<file path="src/rtl/rx_pkg.sv">
// Shared constants for the rx deframer: FSM state encodings, CRC-8 parameters and the default byte width.
package rx_pkg;

  localparam int BYTE_W_DEF = 8;

  localparam logic [2:0] ST_IDLE    = 3'd0;
  localparam logic [2:0] ST_LEN     = 3'd1;
  localparam logic [2:0] ST_PAYLOAD = 3'd2;
  localparam logic [2:0] ST_CRC     = 3'd3;
  localparam logic [2:0] ST_DONE    = 3'd4;
  localparam logic [2:0] ST_ABORT   = 3'd5;
  localparam logic [2:0] ST_WAIT    = 3'd6;

  localparam logic [7:0] CRC8_POLY = 8'h07;
  localparam logic [7:0] CRC8_INIT = 8'h00;

endpackage

</file>
<file path="src/rtl/rx_crc8.sv">
// Serial MSB-first CRC-8 over decoded bits; the updated value is visible the cycle after each enabled bit.
// Exists only when RX_DEFRAME_CRC_EN is defined; clr takes priority over en.
`ifdef RX_DEFRAME_CRC_EN
module rx_crc8
  import rx_pkg::*;
(
  input  logic       clk,
  input  logic       rst,
  input  logic       clr,
  input  logic       en,
  input  logic       bit_in,
  output logic [7:0] crc
);

  logic [7:0] crc_q, crc_d;
  logic       fb;

  always_comb begin
    fb    = crc_q[7] ^ bit_in;
    crc_d = crc_q;
    if (clr) begin
      crc_d = CRC8_INIT;
    end else if (en) begin
      crc_d = {crc_q[6:0], 1'b0} ^ (fb ? CRC8_POLY : 8'h00);
    end
  end

  always_ff @(posedge clk) begin
    if (rst) begin
      crc_q <= CRC8_INIT;
    end else begin
      crc_q <= crc_d;
    end
  end

  assign crc = crc_q;

endmodule
`endif

</file>
<file path="src/rtl/rx_deframer.sv">
// Phase-corrects BPSK bits, packs MSB-first bytes, parses LEN-prefixed frames; RX_DEFRAME_CRC_EN adds a trailing CRC-8 check.
// Payload byte appears 1 cycle after its last bit; no backpressure, a bit is consumed on every bit_vld cycle.
module rx_deframer
  import rx_pkg::*;
#(
  parameter int BYTE_W  = BYTE_W_DEF,
  parameter int MAX_LEN = 64
) (
  input  logic              clk,
  input  logic              rst,
  input  logic              BPSK,
  input  logic              bit_vld,
  input  logic              PD_flag,
  input  logic              BD_flag,
  input  logic              BD_sgn,
  output logic [BYTE_W-1:0] data,
  output logic              data_vld,
  output logic              frame_done,
  output logic              frame_err,
  output logic              disassert_BD,
  output logic              busy
);

  localparam int BC_W  = $clog2(BYTE_W);
  localparam int CNT_W = $clog2(MAX_LEN + 1);
  localparam logic [BC_W-1:0]   BIT_LAST  = BC_W'(BYTE_W - 1);
  localparam logic [BYTE_W-1:0] MAX_LEN_B = BYTE_W'(MAX_LEN);
`ifdef RX_DEFRAME_CRC_EN
  localparam logic [2:0] ST_TAIL = ST_CRC;
`else
  localparam logic [2:0] ST_TAIL = ST_DONE;
`endif

  logic [2:0]        state_q, state_d;
  logic              sgn_q, sgn_d;
  logic [BYTE_W-1:0] sr_q, sr_d;
  logic [BC_W-1:0]   bit_cnt_q, bit_cnt_d;
  logic [CNT_W-1:0]  byte_cnt_q, byte_cnt_d;
  logic [CNT_W-1:0]  len_q, len_d;
  logic [BYTE_W-1:0] data_q, data_d;
  logic              data_vld_q, data_vld_d;
  logic              frame_done_q, frame_done_d;
  logic              frame_err_q, frame_err_d;
  logic              disassert_q, disassert_d;

  logic in_frame, shift_en, byte_end, dec_bit;

`ifdef RX_DEFRAME_CRC_EN
  logic [7:0] crc_val;

  rx_crc8 u_crc (
    .clk    (clk),
    .rst    (rst),
    .clr    (state_q == ST_IDLE),
    .en     (shift_en && (state_q != ST_CRC)),
    .bit_in (dec_bit),
    .crc    (crc_val)
  );
`endif

  always_comb begin
    in_frame = (state_q == ST_LEN) || (state_q == ST_PAYLOAD) || (state_q == ST_CRC);
    dec_bit  = BPSK ^ sgn_q;
    shift_en = in_frame && bit_vld;
    byte_end = shift_en && (bit_cnt_q == BIT_LAST);

    state_d      = state_q;
    sgn_d        = sgn_q;
    sr_d         = sr_q;
    bit_cnt_d    = bit_cnt_q;
    byte_cnt_d   = byte_cnt_q;
    len_d        = len_q;
    data_d       = data_q;
    data_vld_d   = 1'b0;
    // Completion strobes trail their state by a cycle so they never share a cycle with the last data_vld.
    frame_done_d = (state_q == ST_DONE);
    frame_err_d  = (state_q == ST_ABORT);
    disassert_d  = (state_q == ST_DONE) || (state_q == ST_ABORT);

    if (shift_en) begin
      sr_d      = {sr_q[BYTE_W-2:0], dec_bit};
      bit_cnt_d = bit_cnt_q + BC_W'(1);
    end

    case (state_q)
      ST_IDLE: begin
        if (BD_flag && PD_flag) begin
          sgn_d      = BD_sgn;
          sr_d       = '0;
          bit_cnt_d  = '0;
          byte_cnt_d = '0;
          state_d    = ST_LEN;
        end
      end
      ST_LEN: begin
        if (byte_end) begin
          if ((sr_d == '0) || (sr_d > MAX_LEN_B)) begin
            state_d = ST_ABORT;
          end else begin
            len_d      = CNT_W'(sr_d);
            byte_cnt_d = '0;
            state_d    = ST_PAYLOAD;
          end
        end
      end
      ST_PAYLOAD: begin
        if (byte_end) begin
          data_d     = sr_d;
          data_vld_d = 1'b1;
          byte_cnt_d = byte_cnt_q + CNT_W'(1);
          if (byte_cnt_d == len_q) begin
            state_d = ST_TAIL;
          end
        end
      end
`ifdef RX_DEFRAME_CRC_EN
      ST_CRC: begin
        if (byte_end) begin
          state_d = (sr_d == crc_val) ? ST_DONE : ST_ABORT;
        end
      end
`endif
      ST_DONE:  state_d = ST_WAIT;
      ST_ABORT: state_d = ST_WAIT;
      ST_WAIT: begin
        if (!BD_flag) begin
          state_d = ST_IDLE;
        end
      end
      default:  state_d = ST_IDLE;
    endcase

    // Losing the preamble overrides any in-frame transition, including the last-byte hand-off.
    if (in_frame && !PD_flag) begin
      state_d = ST_ABORT;
    end
  end

  always_ff @(posedge clk) begin
    if (rst) begin
      state_q      <= ST_IDLE;
      sgn_q        <= 1'b0;
      sr_q         <= '0;
      bit_cnt_q    <= '0;
      byte_cnt_q   <= '0;
      len_q        <= '0;
      data_q       <= '0;
      data_vld_q   <= 1'b0;
      frame_done_q <= 1'b0;
      frame_err_q  <= 1'b0;
      disassert_q  <= 1'b0;
    end else begin
      state_q      <= state_d;
      sgn_q        <= sgn_d;
      sr_q         <= sr_d;
      bit_cnt_q    <= bit_cnt_d;
      byte_cnt_q   <= byte_cnt_d;
      len_q        <= len_d;
      data_q       <= data_d;
      data_vld_q   <= data_vld_d;
      frame_done_q <= frame_done_d;
      frame_err_q  <= frame_err_d;
      disassert_q  <= disassert_d;
    end
  end

  assign data         = data_q;
  assign data_vld     = data_vld_q;
  assign frame_done   = frame_done_q;
  assign frame_err    = frame_err_q;
  assign disassert_BD = disassert_q;
  assign busy         = (state_q != ST_IDLE);

endmodule

</file>
<file path="config.mk">
export PLATFORM = sky130hd
export DESIGN_NAME = rx_deframer
export DESIGN_NICKNAME = d
export VERILOG_FILES = /design/src/rtl/rx_pkg.sv /design/src/rtl/rx_crc8.sv /design/src/rtl/rx_deframer.sv
export SDC_FILE = /design/constraint.sdc
export NUM_CORES = 1
export LEC_CHECK = 0
export ABC_AREA = 1
export BUFFER_PORTS_ARGS = -buffer_cell sky130_fd_sc_hd__buf_2
export CAP_MARGIN = 20
export CORE_ASPECT_RATIO = 1.75
export CORE_MARGIN = 10
export CORE_UTILIZATION = 30
export DETAILED_ROUTE_END_ITERATION = 8
export PLACE_DENSITY = 0.59
export SLEW_MARGIN = 5
export SYNTH_ARGS = -nofsm -noshare
export SYNTH_HDL_FRONTEND = slang
export SYNTH_SLANG_ARGS = --single-unit
</file>
<file path="constraint.sdc">
create_clock -name clk -period 1.8 [get_ports clk]
set_input_delay 0.27 -clock clk [delete_from_list [all_inputs] [get_ports clk]]
set_output_delay 0.27 -clock clk [all_outputs]
set_load 0.01 [all_outputs]
</file>
### Word level (Yosys, flattened, before mapping)

Index checks and enable logic that the tools add are counted.

| storage, ports and cells | value |
|---|---|
| input port bits | 7 |
| register bits | 41 |

| operators by class | value |
|---|---|
| reductions and logical operators | 22 |
| eq/ne operators | 19 |
| bitwise logic cells | 3 |
| magnitude comparators | 1 |
| $add $sub $neg | 2 |
| muxes and demuxes | 20 |

Operator list:

| cell | number |
|---|---|
| $mux W3 | 10 |
| $mux W7 | 4 |
| $mux W8 | 3 |
| $pmux W7 S3 | 1 |
| $pmux W3 S5 | 1 |
| $reduce_and A5 Y1 | 3 |
| $eq A3 B3 Y1 const B | 4 |
| $ne A2 B2 Y1 const B | 5 |
| $gt A8 B7 Y1 const B | 1 |
| $logic_not A8 Y1 | 1 |
| $add A7 B1 Y7 const B | 1 |
| $eq A7 B7 Y1 | 1 |
| $eq A3 B2 Y1 const B | 2 |
| $ne A3 B2 Y1 const B | 2 |
| $ne A3 B3 Y1 const B | 2 |
| $reduce_bool A3 Y1 | 2 |
| $reduce_or A2 Y1 | 3 |
| $logic_and A1 B1 Y1 | 4 |
| $logic_or A1 B1 Y1 | 4 |
| $reduce_and A2 Y1 | 2 |
| $add A3 B1 Y3 const B | 1 |
| $eq A3 B1 Y1 const B | 1 |
| $logic_not A3 Y1 | 1 |
| $ne A3 B1 Y1 const B | 1 |
| other kinds (6) | 7 |

### Depth between registers and ports, before layout

Gate-level depths: netlist of the first run.

| logic depth | value |
|---|---|
| depth after elaboration | 11 |
| depth in mapped cells | 15 |

### Least setup slack after synthesis of the first run

Ideal clock, no wire load.

| timing | value |
|---|---|
| path kind | flip-flop to flip-flop |
| start point | register state_q[2] |
| end point | register len_q[0] |
| setup time | 0.128 ns |
| clock period less this slack | 1.718 ns |
| arrival time | 1.590 ns |
| stages on the path, launching flop included | 15 |
| setup slack | 0.082 ns |
| path through | dfxtp_1 > buf_6 > inv_2 > nand3_4 > buf_6 > nand2_2 > nand2_2 > nand2_2 > nor2_4 > nand2_1 > nand2_2 > nand4_4 > buf_6 > a21oi_1 > nor2_1 |

| between the ends | value |
|---|---|
| longest elaborated chain between the ends | 9 |
| elaborated cells on any way between the ends | 13 |
| classes of those cells | 1 x order compare; 3 x eq/ne; 1 x mux; 1 x bitwise; 7 x reduce/logical |

RTL lines:

| what | line | source |
|---|---|---|
| start, declared | rx_deframer.sv:34 | `logic [2:0] state_q, state_d;` |
| start signal, assigned | rx_deframer.sv:153 | `state_q <= state_d;` |
| $eq A3 B1 Y1 / $eq A3 B2 Y1 (equally long branches) | rx_deframer.sv:62, rx_deframer.sv:85 |  |
| $logic_or A1 B1 Y1 (2 in a row) | rx_deframer.sv:62 | `in_frame = (state_q == ST_LEN) \|\| (state_q == ST_PAYLOAD) \|\| (state_q == ST_CRC);` |
| $logic_and A1 B1 Y1 | rx_deframer.sv:64 | `shift_en = in_frame && bit_vld;` |
| $mux W8 | rx_deframer.sv:80 | `if (shift_en) begin` |
| $gt A8 B7 Y1 / $logic_not A8 Y1 (equally long branches) | rx_deframer.sv:97 | `if ((sr_d == '0) \|\| (sr_d > MAX_LEN_B)) begin` |
| $logic_or A1 B1 Y1 | rx_deframer.sv:97 |  |
| $not A1 Y1 (no source line) | -- |  |
| $reduce_and A3 Y1 (no source line) | -- |  |
| end signal, assigned | rx_deframer.sv:158 | `len_q <= len_d;` |
| end, declared | rx_deframer.sv:39 | `logic [CNT_W-1:0] len_q, len_d;` |

Parallel ways exist; a longest one is shown, timed or not.
A chain may end at the register's enable or synchronous reset.

### Worst setup path in the final report of the first run

| timing | value |
|---|---|
| start point | register state_q[0] |
| end point | register len_q[4] |

The elaborated chain is that of the path after synthesis.

==> out/summary.txt, run 1 <==
Final setup fails: 0
Net count after synthesis: 300
Fillers: 700
Via-per-instance ratio: 4.57
CTS HTree Levels: 2
Average routed wire per standard cell: 12.1 µm
R2R setup slack: 20 ps
Pin count of the biggest net entering global routing: 27
Number of synthesized register bits: 41
Worst Setup Start Kind: register
Synth area leader: dfxtp_1
Detail Placement HPWL: 3.88 mm
Mapped Cells: 290
Top-area cell type share of the netlist area: 0.402
Register Area: 827 µm²
Core Area: 0.00659 mm²
Hold-critical path depth: 3
Setup Skew: 4.94 ps
Mean area per synthesized cell: 7.03 µm²
Hold Crit Class: primary input to register
Cells after DPL: 409
Hold Path End: sgn_q
Hold Path Origin: BD_sgn
Initial Util: 0.310
Max-cap violations: 0
Leading cell types by count after synthesis: 60 x nand2_1, 47 x nor2_1, 41 x dfxtp_1
R2R depth: 15
First-pass GRT wire length: 8.29 mm
Number of inserted diodes: 0
Initial antenna violation count: 0
Power per cell area: 1490 mW/mm²
Top post-synthesis cells by area: dfxtp_1 40%, nand2_1 11%, nor2_1 8.7%
Share of cells above drive strength 1: 0.380
CP Capture Type: register
Post-synth EDFFs: 0
PortBufs: 19
CP max FO: 7
Vias in the first global route: 1904
Async SR Flop Fraction: 0
Leak: 1.23 nW
Synth Warn #: 0
Hold Violations, Final: 0
Die area: 0.0106 mm²
Number of core rows: 39
Sequential area share after synthesis: 0.402
Actual slew at the worst max-slew pin: 385 ps
Top FF cell, synth: dfxtp_1
Die X: 82.3 µm
Synth cell types: 29
Status: finished clean
Post-synthesis instance area: 0.00204 mm²
Filler-free cell count of the finished design: 427
Die height: 129 µm
# DRC: 0
Num CTS Buffers: 5
Max VDD drop: 0.733 mV
CTS root buffer: clkbuf_16
Clock latency on the worst-skew pair: 290 ps
Post-Route Utilization: 0.427
Antenna-violating nets left: 0
Vias after detailed routing: 1953
CTS tree: done
Layout Nets: 355
Slew headroom: 0.742
Worst path required time: 2020 ps
Data arrival, critical path: 2000 ps
Total Power: 4.18 mW
RR Startpoint: state_q[0]
Cell Area, Placed: 0.00241 mm²
Top-count cell post-synth: nand2_1
IO Pins: 20
Max-slew violations: 0
Clock-pin slew on the worst setup and hold paths: 60 ps
Design Area, Final: 0.00281 mm²
Crit path time final: 1780 ps
Area growth from synthesis to layout: 37.9%
Iteration-0 DRC Markers: 42
Gpl congestion: 0.830
GRT overflow: 0
Area of the multi-input gates: 0.00118 mm²
Reg2reg end: len_q[4]
RSZ-0062 raised after global routing: true
Fin crit share: 0.987
WL final: 5.18 mm
CTS Sinks: 41
Clock tree buffer depth: 2
Pre-antenna DRT Iters: 4
CP Class: register to register
GRT Overall Usage: 0.0997
Peak Freq: 563 MHz
-- routing by layer --
layer	wire length, µm	up-vias	GRT usage
met3	162	6	0.0242
met1	1840	901	0.0878
met2	3050	16	0.191
met5	0	-	0
met4	126	0	0.0584
li1	-	1030	-
-- where the power goes --
group	switching (mW)	internal, mW	leakage (nW)
Combinational	1.27	0.926	0.826
Sequential	0.0645	1.03	0.334
Clock	0.351	0.543	0.0690
-- worst max-delay path, stage by stage, from the launching register on --
cell     delay, ps
dfxtp_2        330
inv_2           70
nand2_4         60
nand3_4        100
buf_12         120
nand2_2         50
nand2_2         70
nand2_2         70
nor2_4         120
nand2_2         70
nand2_4         80
buf_4          120
nand4_4        150
nor2_2         160
a21oi_2         40
nor2_1          90
-- cell usage in the layout (no fill, tap or decap) --
cell type	netlist	routed
dfxtp_1	41	36
nor2_2	3	9
xor2_1	2	2
dfxtp_2	0	5
nand3_2	1	2
inv_1	34	32
a21oi_2	0	6
o21a_1	2	2
nor3_1	3	3
buf_12	0	2
buf_6	3	2
nand2_4	1	4
a211oi_1	7	7
nor2_1	47	38
a31oi_1	1	1
o21ai_2	0	2
nand4_1	5	5
ha_1	3	2
buf_2	3	19
clkbuf_8	0	1
nand2_2	14	25
o21ai_0	4	2
o21ai_1	3	3
nand4_4	1	2
clkbuf_16	0	5
clkinvlp_4	0	1
inv_2	3	5
ha_4	0	1
nand3b_1	3	3
nand3_4	1	2
a21oi_1	21	15
xnor2_1	1	1
nand3_1	18	16
nand2_1	60	46
nor2_4	1	4
buf_4	0	34
-- worst max path at each step --
| stage | slack [ps] | endpoint | startpoint | depth (start not counted) |
|---|---|---|---|---|
| 5_1_grt | -140 | len_q[4] | state_q[0] | 15 |
| 4_1_cts | 8 | state_q[2] | byte_cnt_q[0] | 13 |
| 3_5_place_dp | -60 | byte_cnt_q[0] | state_q[1] | 13 |
| 2_1_floorplan | 80 | len_q[0] | state_q[2] | 14 |
| 6_report | 20 | len_q[4] | state_q[0] | 15 |
| 3_3_place_gp | -40 | byte_cnt_q[0] | state_q[0] | 14 |
-- registers in the layout, indices dropped and copies added (netlist names) --
register,flops
frame_err,1
sr_q,8
disassert_BD,1
data,8
data_vld,1
state_q,3
sgn_q,1
bit_cnt_q,3
byte_cnt_q,7
frame_done,1
len_q,7
-- through the flow --
step	setup TNS, ps	hold slack [ps]	worst slack, ps
after floorplan	0	444	82.0
after global placement	-48.1	452	-36.4
after detailed placement	-187	469	-60.9
after CTS	0	284	7.72
after global routing	-1370	312	-139
final	0	283	22.6
-- logic make-up after synthesis --
| kind of cell | count (synthesis) | synth area share |
|---|---|---|
| and+or+nand+nor | 158 | 0.362 |
| buffers and inverters | 47 | 0.0994 |
| DFF | 41 | 0.402 |
| AOI/OAI and AO/OA | 38 | 0.105 |
| xor gates and xnor gates | 3 | 0.0129 |
| adders and majority gates | 3 | 0.0184 |
-- layout make-up --
cell class,instances,area share
Clock inverter,1,0.00267
Multi-Input combinational cell,203,0.421
Sequential cell,41,0.294
Tap cell,82,0.0365
Clock buffer,6,0.0494
Inverter,37,0.0494
Timing Repair Buffer,57,0.147
-- timing repair --
| item | in CTS | in global routing |
|---|---|---|
| buffers inserted | 0 | 10 |
| setup endpoints to repair | 7 | 25 |
| pin swaps | 2 | 23 |
| gates resized for setup | 5 | 49 |
| cloned | 0 | 1 |
| hold buffers | 0 | 0 |
Power figures use the tool's default switching activity.
==> run 2, diff against run 1 <==
--- a/config.mk
+++ b/config.mk
@@ -10,10 +10,12 @@
 export CAP_MARGIN = 20
 export CORE_ASPECT_RATIO = 1.75
 export CORE_MARGIN = 10
-export CORE_UTILIZATION = 30
+export CORE_UTILIZATION = 52
 export DETAILED_ROUTE_END_ITERATION = 8
-export PLACE_DENSITY = 0.59
+export MAX_ROUTING_LAYER = met4
+export PLACE_DENSITY = 0.85
 export SLEW_MARGIN = 5
 export SYNTH_ARGS = -nofsm -noshare
 export SYNTH_HDL_FRONTEND = slang
+export SYNTH_HIERARCHICAL = 1
 export SYNTH_SLANG_ARGS = --single-unit
==> run 2 against run 1 <==
Compared with the run above:
- clock power down 14%
- combinational power down 3%
- the flow now finishes with violations (negative setup slack)
- critical path depth down 3
- critical endpoint is now len_q[0]
- sequential cell count unchanged
- die area down 35%
- power down 4.1%
- register-to-register slack worse by 120 ps
- maximum frequency down 6.2%
- core utilization up 26 points
- worst setup slack worse by 120 ps
- sequential power about the same
==> out/summary.txt, run 2 <==
Worst path required time: 1990 ps (-30 ps)
Status: finished with violations
Commonest non-fill, non-tap cell in the layout: nand2_1
Die X: 67.3 µm (-18%)
Max-cap violations: 0 (unchanged)
Pin count of the biggest net entering global routing: 27 (unchanged)
Slew headroom: 0.727 (-0.0150)
Pre-antenna DRT Iters: 4 (unchanged)
Antenna-violating nets left: 0 (unchanged)
Via-per-instance ratio: 5.41 (+18%)
RSZ-0062 raised after global routing: true
CTS Hold Bufs: 0 (unchanged)
Peak Freq: 528 MHz (-6.2%)
Vias in the first global route: 1896 (-0.42%)
Final setup fails: 9 (+9)
Gpl congestion: 0.965 (+16%)
Number of core rows: 30 (-23%)
PortBufs: 19 (unchanged)
R2R setup slack: -90 ps (-120 ps)
Clock-pin slew on the worst setup and hold paths: 80 ps (+20 ps)
RR Startpoint: state_q[0]
Clock tree buffer depth: 2 (unchanged)
Max VDD drop: 1.32 mV (+80%)
Detail Placement HPWL: 3.54 mm (-9.0%)
GRT Overall Usage: 0.156 (+0.0560)
Initial antenna violation count: 0 (unchanged)
Final worst setup slack: -94.3 ps (-117 ps)
Net count after synthesis: 300 (unchanged)
Mean area per synthesized cell: 7.03 µm² (unchanged)
Area growth from synthesis to layout: 29.8%
Synth cell types: 29 (unchanged)
Initial Util: 0.533 (+0.223)
Number of synthesized register bits: 41 (unchanged)
Power per cell area: 1510 mW/mm² (+1.8%)
Top FF cell, synth: dfxtp_1
Hold Crit Class: primary input to register
Mapped Cells: 290 (unchanged)
Vias after detailed routing: 2079 (+6.5%)
Share of cells above drive strength 1: 0.342 (-0.0374)
Number of inserted diodes: 0 (unchanged)
Iteration-0 DRC Markers: 91 (+120%)
Async SR Flop Fraction: 0 (unchanged)
Average routed wire per standard cell: 14.8 µm (+22%)
Hold Path Origin: BD_sgn
Commonest cells after routing, fill and taps aside: 49 x nand2_1, 39 x nor2_1, 36 x dfxtp_1, 32 x inv_1, 25 x buf_4
First-pass GRT wire length: 8.16 mm (-1.5%)
Fin crit share: 1.05 (+0.0650)
CTS HTree Levels: 2 (unchanged)
Worst Setup Start Kind: register
Clock latency on the worst-skew pair: 300 ps (about the same)
Leak: 1.17 nW (-4.7%)
Top-area cell type share of the netlist area: 0.402 (unchanged)
Max-slew violations: 0 (unchanged)
Synth Warn #: 6 (+6)
Fillers: 300 (-57%)
TNS Setup: -294 ps (-294 ps)
Die area: 0.00693 mm² (-35%)
Sequential area share after synthesis: 0.402 (unchanged)
Core Area: 0.00383 mm² (-42%)
CP Capture Type: register
Post-synth EDFFs: 0 (unchanged)
Die height: 103 µm (-20%)
Layout Nets: 345 (-2.8%)
Violated checks: negative setup slack
# DRC: 0 (unchanged)
WL final: 5.70 mm (+10%)
CP max FO: 7 (unchanged)
Setup crit start: state_q[0]
Num CTS Buffers: 5 (unchanged)
Cells after DPL: 370 (-9.5%)
IO Pins: 20 (unchanged)
Post-synthesis instance area: 0.00204 mm² (unchanged)
Data arrival, critical path: 2080 ps (+80 ps)
CTS tree: done
Crit path time final: 1890 ps (+117 ps)
CTS root buffer: clkbuf_8
CP Class: register to register
Top-count cell post-synth: nand2_1
CTS Sinks: 41 (unchanged)
Top post-synthesis cells by area: dfxtp_1 40%, nand2_1 11%, nor2_1 8.7%
Synth area leader: dfxtp_1
Leading cell types by count after synthesis: 60 x nand2_1, 47 x nor2_1, 41 x dfxtp_1
Hold Violations, Final: 0 (unchanged)
Setup Skew: 9.99 ps (+5.06 ps)
GRT overflow: 0 (unchanged)
Actual slew at the worst max-slew pin: 408 ps (+22.5 ps)
Filler-free cell count of the finished design: 384 (-10%)
run 2: critical path, cell delays in order (launching register included):
cell,delay [ps]
dfxtp_4,390
inv_2,60
nand2_4,110
nand4_1,160
nand2_2,120
nand2_1,80
nor2_1,130
nand2_2,80
nand2_4,120
buf_12,110
nand4_4,150
a21oi_1,220
nor2_1,70
run 2: kinds of logic after synthesis:
group | after synthesis | synth area share
buffers and inverters | 47 | 0.0994
adder cells (fa/ha/maj) | 3 | 0.0184
AO/OA/AOI/OAI | 38 | 0.105
XOR/XNOR | 3 | 0.0129
AND/OR/NAND/NOR | 158 | 0.362
flip-flops | 41 | 0.402
run 2: area by class of cell:
class	instances	area (µm²)	share of cell area
sequential	41	830	0.313
timing repair buffer	46	323	0.122
clock buffer	7	86.3	0.0326
clock inverter	1	30.0	0.0113
inverter	37	139	0.0525
multi-input combinational	204	1180	0.446
tap	48	60.1	0.0227
run 2: what timing repair did:
action / in CTS / in global routing
pin swaps: 1 / 30
buffers inserted: 0 / 4
cloned: 0 / 2
endpoints found under the setup margin: 17 / 24
gates resized for setup: 4 / 44
run 2: worst paths after layout:
path	to	cells after the start
worst max-delay path	len_q[0]	12
worst min-delay path	sgn_q	3
worst max register to register	len_q[0]	12
worst min register to register	sgn_q	2
run 2: per-stage QoR:
| stage | worst slack, ps | power, mW | cell area (µm²) | hold WS (ps) | utilization |
|---|---|---|---|---|---|
| 4_1_cts | -14.7 | 3.55 | 2440 | 265 | 0.639 |
| 5_1_grt | -187 | 4.23 | 2650 | 274 | 0.692 |
| 3_5_place_dp | -38.7 | 2.73 | 2320 | 462 | 0.605 |
| 2_1_floorplan | 82.0 | 2.20 | 2040 | 444 | - |
| 6_report | -94.3 | 4.01 | 2650 | 259 | 0.692 |
| 3_3_place_gp | 9.21 | 2.70 | 2320 | 453 | 0.605 |
run 2: metal layers:
| layer | vias up | track usage | part of all wire |
|---|---|---|---|
| met5 | - | - | 0 |
| met4 | 0 | 0.105 | 0.052 |
| met3 | 27 | 0.0337 | 0.041 |
| met2 | 66 | 0.281 | 0.55 |
| met1 | 970 | 0.139 | 0.35 |
| li1 | 1016 | - | - |
run 2: power breakdown:
group	switching, mW	internal, mW	total [mW]
sequential	0.0742	1.03	1.10
clock	0.317	0.452	0.769
combinational	1.33	0.809	2.14
total	1.72	2.29	4.01
